===== src/rtl/reaction_session.sv =====
// Session controller for the reaction core: runs ROUNDS rounds, classifies each
// round from the core status code, and reduces best time, hit/miss counts and average.
//
// state   | meaning
// IDLE    | results held, waiting for i_start
// ARMED   | rounds in progress, counting events
// DIVIDE  | sequential sum / hits for the average
// DONE    | one-cycle o_done pulse, back to IDLE
module reaction_session #(
  parameter int ROUNDS = 5
) (
  input  logic        i_clk,
  input  logic        i_rst_n,
  input  logic        i_start,
  input  logic [2:0]  i_dst,
  input  logic [18:0] i_measured,
  output logic [15:0] o_rnd,
  output logic        o_busy,
  output logic        o_done,
  output logic [2:0]  o_round,
  output logic [2:0]  o_hits,
  output logic [2:0]  o_misses,
  output logic [18:0] o_best,
  output logic [18:0] o_avg
);

  typedef enum logic [1:0] {S_IDLE, S_ARMED, S_DIVIDE, S_DONE} state_t;

  localparam logic [2:0]  ROUNDS_C = 3'(ROUNDS);
  localparam logic [15:0] LFSR_SEED = 16'hACE1;
  localparam logic [18:0] ALL_ONES = 19'h7FFFF;

  state_t      state;
  logic [15:0] lfsr;
  logic [15:0] lfsr_next;
  logic [2:0]  dst_q;
  logic        ev_hit;
  logic        ev_miss;
  logic [2:0]  round_inc;
  logic [21:0] sum;
  logic [21:0] sum_next;
  logic [21:0] quo;
  logic [2:0]  rem;
  logic [3:0]  rem_shift;
  logic [2:0]  rem_sub;
  logic        take;
  logic [4:0]  div_cnt;

  always_comb begin
    lfsr_next = {1'b0, lfsr[15:1]} ^ (lfsr[0] ? 16'hB400 : 16'h0000);
    ev_hit    = (dst_q == 3'b010) && (i_dst == 3'b110);
    ev_miss   = ((dst_q == 3'b001) && (i_dst == 3'b011)) ||
                ((dst_q == 3'b010) && (i_dst == 3'b000));
    round_inc = o_round + 3'd1;
    sum_next  = sum + {3'b000, i_measured};
    // divisor is at most 7, so the partial remainder never needs more than 3 bits
    rem_shift = {rem, quo[21]};
    take      = rem_shift >= {1'b0, o_hits};
    rem_sub   = rem_shift[2:0] - o_hits;
  end

  always_ff @(posedge i_clk or negedge i_rst_n) begin
    if (!i_rst_n) begin
      state    <= S_IDLE;
      lfsr     <= LFSR_SEED;
      o_rnd    <= LFSR_SEED;
      dst_q    <= 3'b000;
      sum      <= '0;
      quo      <= '0;
      rem      <= '0;
      div_cnt  <= '0;
      o_busy   <= 1'b0;
      o_done   <= 1'b0;
      o_round  <= '0;
      o_hits   <= '0;
      o_misses <= '0;
      o_best   <= ALL_ONES;
      o_avg    <= ALL_ONES;
    end else begin
      lfsr  <= lfsr_next;
      o_rnd <= lfsr_next | 16'h1000;
      dst_q <= i_dst;
      case (state)
        S_IDLE: begin
          o_done <= 1'b0;
          if (i_start) begin
            sum      <= '0;
            o_round  <= '0;
            o_hits   <= '0;
            o_misses <= '0;
            o_best   <= ALL_ONES;
            o_avg    <= ALL_ONES;
            o_busy   <= 1'b1;
            state    <= S_ARMED;
          end
        end
        S_ARMED: begin
          if (ev_hit) begin
            sum    <= sum_next;
            o_hits <= o_hits + 3'd1;
            if (i_measured < o_best) o_best <= i_measured;
          end
          if (ev_miss) o_misses <= o_misses + 3'd1;
          if (ev_hit || ev_miss) begin
            o_round <= round_inc;
            if (round_inc == ROUNDS_C) begin
              quo     <= ev_hit ? sum_next : sum;
              rem     <= '0;
              div_cnt <= 5'd22;
              state   <= S_DIVIDE;
            end
          end
        end
        S_DIVIDE: begin
          if (o_hits == 3'd0) begin
            o_busy <= 1'b0;
            o_done <= 1'b1;
            state  <= S_DONE;
          end else begin
            rem     <= take ? rem_sub : rem_shift[2:0];
            quo     <= {quo[20:0], take};
            div_cnt <= div_cnt - 5'd1;
            if (div_cnt == 5'd1) begin
              o_avg  <= {quo[17:0], take};
              o_busy <= 1'b0;
              o_done <= 1'b1;
              state  <= S_DONE;
            end
          end
        end
        default: begin
          o_done <= 1'b0;
          state  <= S_IDLE;
        end
      endcase
    end
  end

endmodule


===== config.mk =====
export PLATFORM = sky130hd
export DESIGN_NAME = reaction_session
export DESIGN_NICKNAME = d
export VERILOG_FILES = /design/src/rtl/reaction_session.sv
export SDC_FILE = /design/constraint.sdc
export NUM_CORES = 1
export LEC_CHECK = 0
export CAP_MARGIN = 20
export CORE_MARGIN = 5
export CORE_UTILIZATION = 47
export DETAILED_ROUTE_END_ITERATION = 8
export GPL_TIMING_DRIVEN = 0
export HOLD_SLACK_MARGIN = 0.15
export PLACE_DENSITY = 0.74
export SETUP_SLACK_MARGIN = 0.02
export SYNTH_ARGS = -nofsm -noshare
export SYNTH_HDL_FRONTEND = slang
export SYNTH_SLANG_ARGS = --single-unit

===== constraint.sdc =====
create_clock -name i_clk -period 3.32 [get_ports i_clk]
set_input_delay 0.83 -clock i_clk [delete_from_list [all_inputs] [get_ports i_clk]]
set_output_delay 0.83 -clock i_clk [all_outputs]
set_load 0.005 [all_outputs]

==> flow_summary.json <==
{
  "fillers": 1323,
  "fp.dieW_um": 135,
  "ir_drop_uv": 441,
  "syn_to_final_growth_pct": 24.9,
  "grt_pass1_wl_um": 31900,
  "synthArstFlopShare_pct": 100,
  "grt_pass1_vias": 6245,
  "synthesis.area_um2": 7330,
  "root_buffer": "clkbuf_16",
  "htreeDepth": 4,
  "yosysWarnings": 0,
  "portBuffers": 89,
  "wirelength_um": 19200,
  "die_y_um": 135,
  "drc_errors": 0,
  "ioPinCount": 90,
  "synth_nets": 890,
  "layout-drive-gt1-share_pct": 12.9,
  "synth_common_cells": "105 x nor2_1, 77 x dfrtp_1, 69 x nand2_1",
  "placedInstanceArea_um2": 8510,
  "gp_congestion": 0.889,
  "vias": 6374,
  "period_minus_slack_ns": 3.19,
  "layout_worst_path_cycle_share_pct": 96.1,
  "antenna_found_initial": 0,
  "crit_path_start_kind": "primary input",
  "via_per_inst": 5.56,
  "register_area_um2": 3140,
  "row_count": 45,
  "initial_core_util_pct": 48.0,
  "cap_violations": 0,
  "clock.fmax_mhz": 314,
  "worstPathArrival_ns": 3.47,
  "yosysUniqueCellTypes": 63,
  "first_pass_iters": 6,
  "antenna_left": 0,
  "cp_max_fo": 10,
  "multi_input_area_um2": 3730,
  "tritoncts": "yes",
  "core_um2": 15300,
  "path_clk_slew_ns": 0.06,
  "clock_sinks": 123,
  "rsz0062_at_grt": "true",
  "final_net_count": 1000,
  "grt-ovfl-total": 0,
  "insertion_delay_ns": 0.42,
  "dieArea_um2": 18200,
  "relSlewSlack_pct": 47.5,
  "seq_area_frac_synth_pct": 42.8,
  "synth.avg_cell_area_um2": 9.01,
  "post_drt_wl_per_cell_um": 16.8,
  "clock_skew_ns": 0.00640,
  "final_hold_viol_count": 0,
  "critical_path_required_ns": 3.60,
  "first_iter_violations": 451,
  "end_kind": "flip-flop",
  "final_area_um2": 9150,
  "netlist.area_leader.share_pct": 26.3,
  "crit_type": "primary input to flip-flop",
  "synth_top_flop_cell": "dfrtp_1",
  "cts_buffers": 17,
  "powerDensity_nw_per_um2": 827,
  "antenna_cells": 0,
  "hold_path.class": "primary input to async pin",
  "syn-instance-count": 813,
  "hpwlAfterDp_um": 14200,
  "setup_viol": 0,
  "setup_tns_ns": 0,
  "status": "finished clean",
  "synth_edf_count": 0,
  "yosys.area.top_type": "dfrtp_1",
  "synthTopCellsByArea": "dfrtp_1 26%, dfstp_2 16%, ha_1 8.5%, nor2_1 5.4%, mux2i_1 4.5%",
  "grt_max_degree": 101,
  "synth-seq-cells": 123,
  "drv_slew": 0,
  "p_leak_nw": 4.34,
  "tightest_slew_ns": 0.784,
  "grtUsageTotal_pct": 22.0,
  "synth_most_common_cell": "nor2_1",
  "cts.path.max_buffers": 2
}
## registers in the layout, indices dropped and copies added, names as in the netlist
name,count
quo,22
sum,22
o_avg,19
o_best,19
lfsr,16
div_cnt,5
dst_q,3
o_hits,3
o_misses,3
o_round,3
rem,3
state,2
o_busy,1
o_done,1
o_rnd,1
## power breakdown
part	internal, mW	switching [mW]
sequential	2.02	0.320
combinational	1.33	2.01
clock	1.18	0.708
## layout make-up
| cell class | instances | share of cell area [%] |
|---|---|---|
| tap | 211 | 2.89 |
| clock buffer | 17 | 4.65 |
| sequential | 123 | 34.3 |
| inverter | 52 | 2.13 |
| timing repair buffer | 91 | 10.1 |
| multi-input combinational | 582 | 40.7 |
| buffer | 56 | 3.28 |
| clock inverter | 15 | 1.91 |
## path summary, 6_finish.rpt
kind,slack (ns),endpoint,cells after the start,start
min reg2reg,0.35,lfsr[11],0,lfsr[12]
min,0.27,o_round[0],1,i_rst_n
min in group i_clk,0.35,lfsr[11],0,lfsr[12]
max in group asynchronous,2.27,lfsr[6],2,i_rst_n
max reg2reg,0.31,o_avg[17],8,state[0]
max,0.13,quo[12],10,i_dst[0]
## critical path, cell delays in order
cell and delay [ns]:
clkdlybuf4s50_1 0.45, or3b_4 0.42, or4b_4 0.54, o211ai_2 0.36, and2_1 0.19, buf_4 0.14, buf_6 0.14, nor2_1 0.05
a31oi_1 0.19, o221ai_1 0.15
## cell families (layout without fill, tap and decap cells)
kind of cell	after synthesis	after routing	share of synthesized area, %
other	1	1	0.0512
multiplexers	35	35	4.81
buffers and inverters	108	231	6.76
adder cells (fa/ha/maj)	52	52	9.08
flip-flops	123	123	42.8
XOR/XNOR	21	21	2.51
AO/OA/AOI/OAI	216	216	18.2
AND/OR/NAND/NOR	257	257	15.8
## per-stage QoR
| step | cells | hold slack (ns) | setup slack (ns) | util [%] | power (mW) |
|---|---|---|---|---|---|
| floorplan | 813 | 0.333 | 0.517 | - | 4.42 |
| global placement | 1113 | 0.335 | -3.47 | 55.6 | 5.56 |
| detailed placement | 1114 | 0.338 | -0.519 | 55.8 | 5.63 |
| CTS | 1146 | 0.268 | 0.107 | 59.8 | 7.55 |
| global route | 1147 | 0.269 | 0.00560 | 60.0 | 8.12 |
| finish | 1147 | 0.267 | 0.131 | 60.0 | 7.56 |
## what timing repair did
item / in CTS / in global routing
endpoints found under the setup margin: 10 / 33
hold buffers: 0 / 0
pin swaps: 0 / 2
gates resized for setup: 4 / 7
setup buffers: 0 / 1
## cell usage in the layout, fill, tap and decap left out, types with 3 or more instances in the layout
| cell type | n |
|---|---|
| mux2i_1 | 33 |
| o21ai_0 | 61 |
| buf_6 | 4 |
| clkinv_2 | 4 |
| a21oi_1 | 55 |
| o21bai_1 | 3 |
| clkbuf_16 | 17 |
| o22ai_1 | 7 |
| dfstp_2 | 46 |
| o211ai_1 | 8 |
| o21ai_1 | 3 |
| nor2b_1 | 3 |
| dfrtp_1 | 77 |
| nand4_1 | 8 |
| inv_1 | 52 |
| o31ai_1 | 5 |
| a22o_1 | 5 |
| nor3_1 | 12 |
| clkinvlp_4 | 4 |
| and2_1 | 4 |
| nand2b_1 | 5 |
| bufinv_16 | 3 |
| xor2_1 | 14 |
| o2111ai_1 | 4 |
| nand2_1 | 69 |
| xnor2_1 | 7 |
| clkinv_4 | 3 |
| a22oi_1 | 3 |
| clkdlybuf4s50_1 | 88 |
| nand3_1 | 25 |
| buf_4 | 17 |
| a31oi_1 | 15 |
| ha_1 | 50 |
| and3_1 | 5 |
| a211oi_1 | 7 |
| buf_2 | 6 |
| or3_1 | 5 |
| clkbuf_1 | 29 |
| nor2_1 | 105 |
| a21o_1 | 17 |
## layer usage
| metal | routed length (um) | global-route usage [%] | vias to the layer above |
|---|---|---|---|
| met5 | 0 | 0 | - |
| met4 | 316 | 5.54 | 0 |
| li1 | - | - | 3070 |
| met1 | 8560 | 29.7 | 3071 |
| met3 | 1030 | 4.02 | 32 |
| met2 | 9340 | 36.8 | 201 |
No activity file was read; power rests on OpenSTA's default activity.
